**src/rtl/ft_tx_stream.sv**
```systemverilog
// ft_tx_stream: sample FIFO plus FT600 245-synchronous write engine.
// Samples enter through a valid/ready port and are drained to the FT600
// in bursts gated by txe_n. wr_n, be, ft_oe and ft_data are registered.
module ft_tx_stream #(
    parameter int DATA_W     = 16,
    parameter int BE_W       = 2,
    parameter int FIFO_DEPTH = 16,
    parameter int BURST_MIN  = 8,
    parameter int MAX_BURST  = 64,
    parameter int TIMEOUT    = 255
) (
    input  logic                          clk,
    input  logic                          rst_n,
    input  logic [DATA_W-1:0]             s_data,
    input  logic                          s_valid,
    output logic                          s_ready,
    input  logic                          txe_n,
    output logic [DATA_W-1:0]             ft_data,
    output logic [BE_W-1:0]               be,
    output logic                          wr_n,
    output logic                          ft_oe,
    output logic [$clog2(FIFO_DEPTH):0]   level,
    output logic [31:0]                   words_sent
);

    localparam int AW = $clog2(FIFO_DEPTH);
    localparam int LW = AW + 1;
    localparam int TW = $clog2(TIMEOUT + 1);
    localparam int BW = $clog2(MAX_BURST + 1);

    typedef enum logic [1:0] {IDLE, WAIT_TXE, WRITE} state_t;

    state_t            state, state_next;
    logic [DATA_W-1:0] mem [FIFO_DEPTH];
    logic [AW-1:0]     wr_ptr, rd_ptr;
    logic [LW-1:0]     count;
    logic [TW-1:0]     idle_timer;
    logic [BW-1:0]     burst_cnt;
    logic              push, pop, accept, fifo_empty, start, burst_more;
    logic              wr_n_next, ft_oe_next;

    // s_ready is held low during reset so nothing is pushed into a FIFO being cleared.
    assign s_ready    = rst_n && (count != LW'(FIFO_DEPTH));
    assign push       = s_valid && s_ready;
    assign fifo_empty = (count == '0);
    assign accept     = !wr_n && !txe_n;
    assign level      = count;

    // FIFO storage write
    // NOTE: the storage array has no reset; occupancy is tracked by count, so stale entries are never read.
    always_ff @(posedge clk) begin
        if (push) mem[wr_ptr] <= s_data;
    end

    // FIFO pointers and occupancy
    // NOTE: sequential state is updated with non-blocking assignments only, so every block sees pre-edge values.
    always_ff @(posedge clk or negedge rst_n) begin
        if (!rst_n) begin
            wr_ptr <= '0;
            rd_ptr <= '0;
            count  <= '0;
        end else begin
            if (push) wr_ptr <= wr_ptr + AW'(1);
            if (pop)  rd_ptr <= rd_ptr + AW'(1);
            case ({push, pop})
                2'b10:   count <= count + LW'(1);
                2'b01:   count <= count - LW'(1);
                default: count <= count;
            endcase
        end
    end

    // Idle timer: runs while words wait in IDLE, restarts on push or on leaving IDLE
    always_ff @(posedge clk or negedge rst_n) begin
        if (!rst_n) begin
            idle_timer <= '0;
        end else if (state != IDLE || push || fifo_empty || start) begin
            idle_timer <= '0;
        end else if (idle_timer != TW'(TIMEOUT)) begin
            idle_timer <= idle_timer + TW'(1);
        end
    end

    // Burst length and lifetime accept counters
    always_ff @(posedge clk or negedge rst_n) begin
        if (!rst_n) begin
            burst_cnt  <= '0;
            words_sent <= '0;
        end else begin
            if (state == IDLE && start) burst_cnt <= '0;
            else if (accept)            burst_cnt <= burst_cnt + BW'(1);
            if (accept) words_sent <= words_sent + 32'd1;
        end
    end

    // FSM state register
    always_ff @(posedge clk or negedge rst_n) begin
        if (!rst_n) state <= IDLE;
        else        state <= state_next;
    end

    // FSM next state and FIFO pop decision
    // NOTE: every signal driven here gets a default first, so no path can infer a latch.
    always_comb begin
        state_next = state;
        pop        = 1'b0;
        start      = (count >= LW'(BURST_MIN)) ||
                     (!fifo_empty && idle_timer == TW'(TIMEOUT));
        burst_more = (32'(burst_cnt) + 32'd1) < 32'(MAX_BURST);
        case (state)
            IDLE: begin
                if (start) begin
                    pop        = 1'b1;
                    state_next = WAIT_TXE;
                end
            end
            WAIT_TXE: begin
                if (!txe_n) state_next = WRITE;
            end
            WRITE: begin
                if (txe_n)                          state_next = WAIT_TXE;
                else if (burst_more && !fifo_empty) pop        = 1'b1;
                else                                state_next = IDLE;
            end
            default: state_next = IDLE;
        endcase
    end

    // FSM outputs: pin values for the state being entered, registered below
    always_comb begin
        wr_n_next  = (state_next != WRITE);
        ft_oe_next = (state_next != IDLE);
    end

    // Registered FT600 pin outputs; ft_data only changes on a pop
    always_ff @(posedge clk or negedge rst_n) begin
        if (!rst_n) begin
            wr_n    <= 1'b1;
            be      <= '0;
            ft_oe   <= 1'b0;
            ft_data <= '0;
        end else begin
            wr_n  <= wr_n_next;
            be    <= {BE_W{!wr_n_next}};
            ft_oe <= ft_oe_next;
            if (pop) ft_data <= mem[rd_ptr];
        end
    end

endmodule

```
**config.mk**
```make
export PLATFORM = sky130hd
export DESIGN_NAME = ft_tx_stream
export DESIGN_NICKNAME = d
export VERILOG_FILES = /design/src/rtl/ft_tx_stream.sv
export SDC_FILE = /design/constraint.sdc
export NUM_CORES = 1
export LEC_CHECK = 0
export ABC_CLOCK_PERIOD_IN_PS = 3750
export BUFFER_PORTS_ARGS = -buffer_cell sky130_fd_sc_hd__buf_2
export CELL_PAD_IN_SITES_DETAIL_PLACEMENT = 1
export CELL_PAD_IN_SITES_GLOBAL_PLACEMENT = 1
export CORE_MARGIN = 1
export CORE_UTILIZATION = 40
export CTS_CLUSTER_SIZE = 16
export DETAILED_ROUTE_END_ITERATION = 8
export PLACE_DENSITY = 0.67
export SETUP_SLACK_MARGIN = 0.4
export SKIP_CTS_REPAIR_TIMING = 1
export SLEW_MARGIN = 20
export SYNTH_ARGS = -nofsm -noshare
export SYNTH_HDL_FRONTEND = slang
export SYNTH_SLANG_ARGS = --single-unit
```
**constraint.sdc**
```tcl
create_clock -name clk -period 3.75 [get_ports clk]
set_input_delay 0.1875 -clock clk [delete_from_list [all_inputs] [get_ports clk]]
set_output_delay 0.1875 -clock clk [all_outputs]
set_load 0.01 [all_outputs]
```
==> results by group, run 1 <==
Timing
  • Fin. Hold Viols: 0
  • Setup Skew: 0.0243 ns
  • Slew @ Worst Pin: 0.969 ns
  • Hold Slack: 0.0427 ns
  • RSZ-0062 raised after global routing: false
  • Peak Freq: 0.325 GHz
  • Period utilisation layout: 82.0%
  • Max-slew violations: 0
  • Fin crit period: 3.08 ns
  • Post-route setup TNS: 0 ns
  • # setup viols final: 0
  • Slew margin rel.: 35.4%

Hold path
  • Hold Crit Depth: 1
  • Worst min-delay path class: input port to flip-flop
  • Worst hold start: s_data[0]
  • Worst Hold Path EP: mem[4][0]$_DFFE_PP_

Synthesis
  • Mux cell area share after synthesis: 12.8%
  • Mapped Nets: 756
  • Main area contributors after synthesis: edfxtp_1 57%, dfrtp_1 15%, mux4_2 11%
  • Top cell type by total area after synthesis: edfxtp_1
  • Number of synthesized flops with an enable pin: 256
  • Post-Synth Adder-Cell Area: 1.26%
  • Top cell type's share of synthesized area: 57.1%
  • Post-synthesis cell type count: 49
  • Synth Area in XOR/XNOR: 3.51%
  • Mapped Cells: 723
  • Warnings from Yosys: 0
  • Compound-Gate Fraction of Synth Area: 2.58%
  • Syn Area/Cell: 18.6 sq um
  • Post-Synth Simple-Gate Area: 5.82%
  • Top cells by count, synth: 256 x edfxtp_1, 80 x dfrtp_1, 64 x mux4_2, 37 x xnor2_1, 36 x nand2_1
  • Ys async rst share: 24.0%
  • FF+latch count, synth: 337
  • Prevailing post-synth register cell: edfxtp_1
  • Main combinational cell family by area after synthesis: multiplexers
  • Post-synthesis instance area: 13,500 sq um
  • Sequential area share after synthesis: 72.2%
  • Most frequent cell after synthesis: edfxtp_1

CTS
  • CTS Buf Count: 36
  • Skew-Pair Late Insertion Delay: 0.52 ns
  • Clk slew on worst S/H paths: 0.06 ns
  • H-tree Lvls: 2
  • Clk buf depth: 3
  • CTS tree: done
  • Clock Sinks: 337
  • Root Buffer: clkbuf_16

Floorplan
  • Die area: 34,400 sq um
  • Core Area: 32,800 sq um
  • Initial core utilization: 41.1%
  • Chip Width: 185 microns
  • Row cnt: 66
  • Chip Height: 185 microns
  • # IOs: 78

Power and ir drop
  • PwrDens: 719 nW/um^2
  • Clock network power share: 28.9%
  • Switching Power: 3.33 mW
  • Sequential Power Share: 43.3%
  • Pint: 7.81 mW
  • Gate power share: 27.8%
  • Sw Share: 29.9%
  • Leakage power: 5.66 nW
  • Peak supply drop: 0.376 mV

Worst setup path
  • CP Cell Sequence: ha_1, and4_1, nand4_1, o32ai_1, buf_4, or2_4, ha_1, inv_1, fa_1, nor2b_1, o21ai_0, and3_1, nor3_1, xor2_1
  • Worst r2r path cells: 14
  • Startpoint Class: flip-flop
  • Reg2reg end: level[4]$_DFFE_PN0P_
  • CP arrival: 3.50 ns
  • Worst path slowest cell: fa_1
  • Critical Path Most Common Cell: ha_1
  • Worst EP required: 4.18 ns
  • Critical path class: flip-flop to flip-flop
  • Setup crit end kind: flip-flop
  • Flop2flop setup slack: 0.67 ns
  • Delay of the slowest critical-path stage: 0.40 ns
  • Reg-to-Reg Start: idle_timer[0]$_DFFE_PN0P_
  • Crit Path Max Fanout: 11

GRT
  • GRT Residual Overflow: 0
  • Vias in the first global route: 7,252
  • First-pass GRT wire length: 44,700 microns
  • Total Routing Usage GR: 17.8%
  • Largest net degree at the start of global routing: 52
  • Antenna violations before repair: 4

Final layout
  • Number of nets in the layout: 868
  • P&R area growth vs syn: 15.1%
  • Fillers: 3,149
  • Share of layout cells above drive strength 1: 28.1%
  • Final Non-Filler Cells: 1,305

Place
  • Gpl congestion: 0.719
  • Placed insts: 1,238
  • DP HPWL: 17,500 microns
  • IO buf count: 77

Flow run
  • Max capacitance violation total: 0

Drt
  • Vias/cell: 5.24
  • DR vias: 6,844
  • Routed WL per cell: 22.5 microns
  • Initial drt markers: 395
  • Routed WL: 29,400 microns
  • DR DRC count: 0
  • DR pass1 iterations: 4
  • ANT nets after route: 0

Outcome
  • Outcome: finished clean
## power groups by stage
stage / clock [mW] / sequential [mW] / combinational [mW]
6_report: 3.22 / 4.83 / 3.10
5_1_grt: 3.43 / 4.90 / 3.37
3_5_place_dp: 0 / 4.91 / 3.15
4_1_cts: 3.30 / 4.84 / 3.16
3_3_place_gp: 0 / 4.89 / 3.10
2_1_floorplan: 0 / 4.76 / 2.35
## routing by layer
metal | global-route usage, % | up-vias | wire length [microns]
met4 | 4.13 | 6 | 430
met5 | 0 | - | 40
met3 | 3.56 | 36 | 1540
met1 | 24.8 | 3612 | 13500
met2 | 28.7 | 142 | 13900
li1 | - | 3048 | -
## through the flow
step                      setup WS, ns  instance area, sq um  total power, mW  util [%]
after global placement           0.768                 14400             7.99      44.0
after detailed placement         0.656                 14400             8.06      44.0
after global routing             0.475                 15500             11.7      47.3
after CTS                        0.646                 15500             11.3      47.2
after floorplan                  0.873                 13500             7.11         -
final                            0.674                 15500             11.1      47.3
## how the worst max path moves through the flow
stage                              start                    to  slack [ns]
6_report       idle_timer[0]$_DFFE_PN0P_  level[4]$_DFFE_PN0P_        0.67
5_1_grt        idle_timer[0]$_DFFE_PN0P_  level[4]$_DFFE_PN0P_        0.48
4_1_cts        idle_timer[0]$_DFFE_PN0P_  level[4]$_DFFE_PN0P_        0.65
3_5_place_dp   idle_timer[0]$_DFFE_PN0P_  level[4]$_DFFE_PN0P_        0.66
3_3_place_gp   idle_timer[0]$_DFFE_PN0P_  level[4]$_DFFE_PN0P_        0.77
2_1_floorplan   burst_cnt[0]$_DFFE_PN0P_  level[4]$_DFFE_PN0P_        0.87
## flip-flops by register name, indices dropped and copies added (netlist names), 2 cells and up
register / flops
state: 2
words_sent: 32
mem: 256
idle_timer: 8
burst_cnt: 7
level: 5
rd_ptr: 4
ft_data: 16
wr_ptr: 4
## layout make-up
cell class	instances	area (sq um)	share of cell area (%)
antenna	1	2.50	0.0161
clock buffer	47	942	6.08
clock inverter	18	119	0.767
inverter	15	56.3	0.363
multi-input combinational	342	3490	22.5
sequential	337	9720	62.7
tap	442	553	3.57
timing repair buffer	103	611	3.94
## cell families (layout without fill, tap and decap cells)
| group | after synthesis | after routing |
|---|---|---|
| flip-flops | 337 | 337 |
| multiplexers | 83 | 83 |
| XOR/XNOR | 54 | 54 |
| AO/OA/AOI/OAI | 49 | 49 |
| adder cells (fa/ha/maj) | 13 | 13 |
| AND/OR/NAND/NOR | 143 | 143 |
| other | 0 | 1 |
| buffers and inverters | 44 | 183 |
## critical path, delay by kind of cell, from the launching register on
family	cells	cell delay, ns
buf+inv	2	0.33
fa+ha+maj	3	0.84
flops	1	0.38
xor+xnor	1	0.16
compound gates	2	0.27
simple gates	6	1.02
## cells in the final DEF, fill, tap and decap left out, types with 3 or more instances in the layout
| cell | count |
|---|---|
| a21oi_1 | 4 |
| a22oi_1 | 32 |
| and2_1 | 19 |
| and3_1 | 8 |
| and4_1 | 6 |
| buf_2 | 76 |
| buf_4 | 24 |
| clkbuf_1 | 11 |
| clkbuf_16 | 36 |
| clkinv_1 | 9 |
| clkinv_2 | 6 |
| dfrtp_1 | 78 |
| edfxtp_1 | 256 |
| ha_1 | 12 |
| inv_1 | 14 |
| mux2_4 | 17 |
| mux4_2 | 64 |
| nand2_1 | 36 |
| nand3_1 | 15 |
| nand4_1 | 12 |
| nor2_1 | 26 |
| nor2b_1 | 3 |
| nor3_1 | 4 |
| o21ai_0 | 5 |
| xnor2_1 | 37 |
| xor2_1 | 17 |
No activity file was read; power rests on OpenSTA's default activity.
==> run 2, diff against run 1 <==
- ABC_CLOCK_PERIOD_IN_PS: 3750 -> 2800
- PLACE_DENSITY: 0.67 -> 0.69
- clock period: 3.75 -> 2.8 ns (I/O delays scaled with it)
==> run 2 against run 1 <==
The flow now finishes with violations (negative hold slack). Hold slack worse by 0.046 ns. Core utilization grew 1.5 points. Critical endpoint unchanged. Wire length increased by 1.7%. Register-to-register slack worse by 0.60 ns. Sequential power is 34% higher. Maximum frequency up 13%. Clock power increased by 45%. Final cell count is 2.4% higher. Critical path depth is 1 lower. Flip-flop and latch count unchanged. Power is 41% higher.
==> results by group, run 2 (synthesis results as in run 1) <==
GRT
  • Total Routing Usage GR: 17.9% (was 17.8%)
  • GRT Residual Overflow: 0 (unchanged)
  • Grt met3 use: 3.36% (was 3.56%)
  • First-pass GRT wire length: 45,000 microns (was 44,700 microns)
  • Vias in the first global route: 7,415 (was 7,252)
  • Antenna violations before repair: 2 (was 4)
  • GRT Max-Usage Layer: met2 (unchanged)
  • GRT met1 Usage: 24.1% (was 24.8%)
  • Largest net degree at the start of global routing: 76 (was 52)
  • Routing usage on met2: 29.4% (was 28.7%)

Place
  • Setup WS pre-CTS: 0.00282 ns (was 0.656 ns)
  • DP HPWL: 18,400 microns (was 17,500 microns)
  • IO buf count: 77 (unchanged)
  • Gpl congestion: 0.736 (was 0.719)

Worst setup path
  • Critical path class: flip-flop to flip-flop (unchanged)
  • Worst Setup EP: level[4]$_DFFE_PN0P_ (unchanged)
  • Critical Path Most Common Cell: ha_4 (was ha_1)
  • Critical Path Start: idle_timer[0]$_DFFE_PN0P_ (unchanged)
  • Worst EP required: 3.24 ns (was 4.18 ns)
  • Crit Path Max Fanout: 4 (was 11)
  • CP delay by family, top: simple AND/OR/NAND/NOR gates (unchanged)
  • Setup crit end kind: flip-flop (unchanged)
  • CP Cell Sequence: ha_4, and4_4, nand4_1, o32ai_2, or2_4, ha_4, inv_4, fa_2, nor2b_2, o21ai_2, and3_1, nor3_2, xor2_1 (was ha_1, and4_1, nand4_1, o32ai_1, buf_4, or2_4, ha_1, inv_1, fa_1, nor2b_1, o21ai_0, and3_1, nor3_1, xor2_1)
  • Reg2reg end: level[4]$_DFFE_PN0P_ (unchanged)
  • CP arrival: 3.17 ns (was 3.50 ns)
  • Worst r2r path cells: 13 (was 14)
  • Worst path slowest cell: dfrtp_1 (was fa_1)
  • Reg-to-Reg Start: idle_timer[0]$_DFFE_PN0P_ (unchanged)
  • Sum of buffers and inverters on the critical path: 1 (was 2)
  • Flop2flop setup slack: 0.07 ns (was 0.67 ns)
  • Startpoint Class: flip-flop (unchanged)
  • Critical Path Stages: 13 (was 14)
  • Delay of the slowest critical-path stage: 0.42 ns (was 0.40 ns)

Power and ir drop
  • Leakage power: 5.87 nW (was 5.66 nW)
  • PwrDens: 983 nW/um^2 (was 719 nW/um^2)
  • Pint: 11.0 mW (was 7.81 mW)
  • Sequential Power Share: 41.1% (was 43.3%)
  • Sw Share: 29.8% (was 29.9%)
  • Clock network power share: 29.7% (was 28.9%)
  • Total chip power: 15.7 mW (was 11.1 mW)
  • Gate power share: 29.2% (was 27.8%)
  • Peak supply drop: 0.506 mV (was 0.376 mV)
  • Switching Power: 4.69 mW (was 3.33 mW)

Timing
  • Period utilisation layout: 97.4% (was 82.0%)
  • Fin. Hold Viols: 16 (was 0)
  • Slew @ Worst Pin: 0.734 ns (was 0.969 ns)
  • Slew margin rel.: 51.1% (was 35.4%)
  • Hold Slack: -0.00364 ns (was 0.0427 ns)
  • Post-route setup TNS: 0 ns (unchanged)
  • Max-slew violations: 0 (unchanged)
  • Final setup margin: 0.0718 ns (was 0.674 ns)
  • # setup viols final: 0 (unchanged)
  • Peak Freq: 0.367 GHz (was 0.325 GHz)
  • Fin crit period: 2.73 ns (was 3.08 ns)
  • RSZ-0062 raised after global routing: true (was false)
  • Setup Skew: 0.0126 ns (was 0.0243 ns)

Floorplan
  • Chip Width: 185 microns (unchanged)
  • Initial core utilization: 41.1% (unchanged)
  • Row cnt: 66 (unchanged)
  • Chip Height: 185 microns (unchanged)
  • Core Area: 32,800 sq um (unchanged)
  • # IOs: 78 (unchanged)
  • Die area: 34,400 sq um (unchanged)

Drt
  • Vias/cell: 5.25 (was 5.24)
  • DR pass1 iterations: 5 (was 4)
  • DR DRC count: 0 (unchanged)
  • Initial drt markers: 457 (was 395)
  • ANT nets after route: 0 (unchanged)
  • Routed WL: 29,900 microns (was 29,400 microns)
  • DR vias: 7,019 (was 6,844)
  • Routed WL per cell: 22.4 microns (was 22.5 microns)

Final layout
  • P&R area growth vs syn: 18.8% (was 15.1%)
  • Most common cell after layout, fill and taps aside: edfxtp_1 (unchanged)
  • Number of nets in the layout: 898 (was 868)
  • Most frequent cells in the layout: 256 x edfxtp_1, 76 x dfrtp_1, 76 x buf_2, 64 x mux4_2, 41 x buf_4 (was 256 x edfxtp_1, 78 x dfrtp_1, 76 x buf_2, 64 x mux4_2, 37 x xnor2_1)
  • Max reg flops: 256 (unchanged)
  • Biggest register: mem (unchanged)
  • Biggest regs: mem (256), words_sent (32), ft_data (16) (unchanged)
  • End-of-flow core utilization: 48.8% (was 47.3%)
  • Share of layout cells above drive strength 1: 32.4% (was 28.1%)

CTS
  • Clk slew on worst S/H paths: 0.06 ns (about the same)
  • Root Buffer: clkbuf_16 (unchanged)
  • Clk buf depth: 3 (unchanged)
  • Clock Sinks: 337 (unchanged)
  • CTS Buf Count: 36 (unchanged)
  • Skew-Pair Late Insertion Delay: 0.52 ns (about the same)
  • H-tree Lvls: 2 (unchanged)
  • CTS tree: done (unchanged)

Flow run
  • Max capacitance violation total: 0 (unchanged)

Outcome
  • Failing checks: negative hold slack
  • Outcome: finished with violations (was finished clean)

Hold path
  • Worst min-delay path class: input port to flip-flop (unchanged)
run 2: cell count changes in the layout (fill, tap and decap cells not counted), sizes merged:
cell / before / now
buf: 102 / 126
bufinv: 1 / 2
clkbuf: 47 / 51
clkinv: 16 / 10
clkinvlp: 0 / 1
dlygate4sd3: 1 / 7
inv: 16 / 17
run 2: stage by stage:
stage | hold WS [ns] | std cells | area, sq um
2_1_floorplan | -0.156 | 723 | 13500
3_3_place_gp | -0.0289 | 1253 | 14600
3_5_place_dp | -0.0233 | 1253 | 14600
4_1_cts | -0.579 | 1319 | 15800
5_1_grt | 0.00239 | 1335 | 16000
6_report | -0.00364 | 1336 | 16000
run 2: worst min path at each step:
stage / from / cells after the start / to / slack (ns)
after global routing: s_data[11] / 1 / mem[7][11]$_DFFE_PP_ / 0.002
final: s_data[0] / 1 / mem[12][0]$_DFFE_PP_ / -0.004
after global placement: rst_n / 1 / ft_data[7]$_DFFE_PN0P_ / -0.03
after detailed placement: rst_n / 1 / ft_data[7]$_DFFE_PN0P_ / -0.02
after floorplan: rst_n / 0 / be[0]$_DFF_PN0_ / -0.16
after CTS: rst_n / 1 / ft_data[8]$_DFFE_PN0P_ / -0.58
run 2: cell type report:
cell class              count  area (sq um)
diodes                      1          2.50
clock buffers              51          1020
clock inverters            15           150
fillers                  3127         16800
inverters                  15          58.8
multi-input cells         342          3590
flip-flops and latches    337          9720
well taps                 442           553
repair buffers            133           895
run 2: routing by layer:
metal / part of all wire, % / wire length (microns)
met5: 0.044 / 13
met4: 1.9 / 582
met3: 5.2 / 1550
met2: 49 / 14700
met1: 44 / 13100
run 2: power by group through the flow:
stage                     Clock [mW]  Combinational, mW  Sequential [mW]
after CTS                       4.78               4.50             6.45
after global routing            4.96               4.99             6.53
after floorplan                    0               3.20             6.38
final                           4.67               4.59             6.46
after global placement             0               4.39             6.52
after detailed placement           0               4.47             6.54
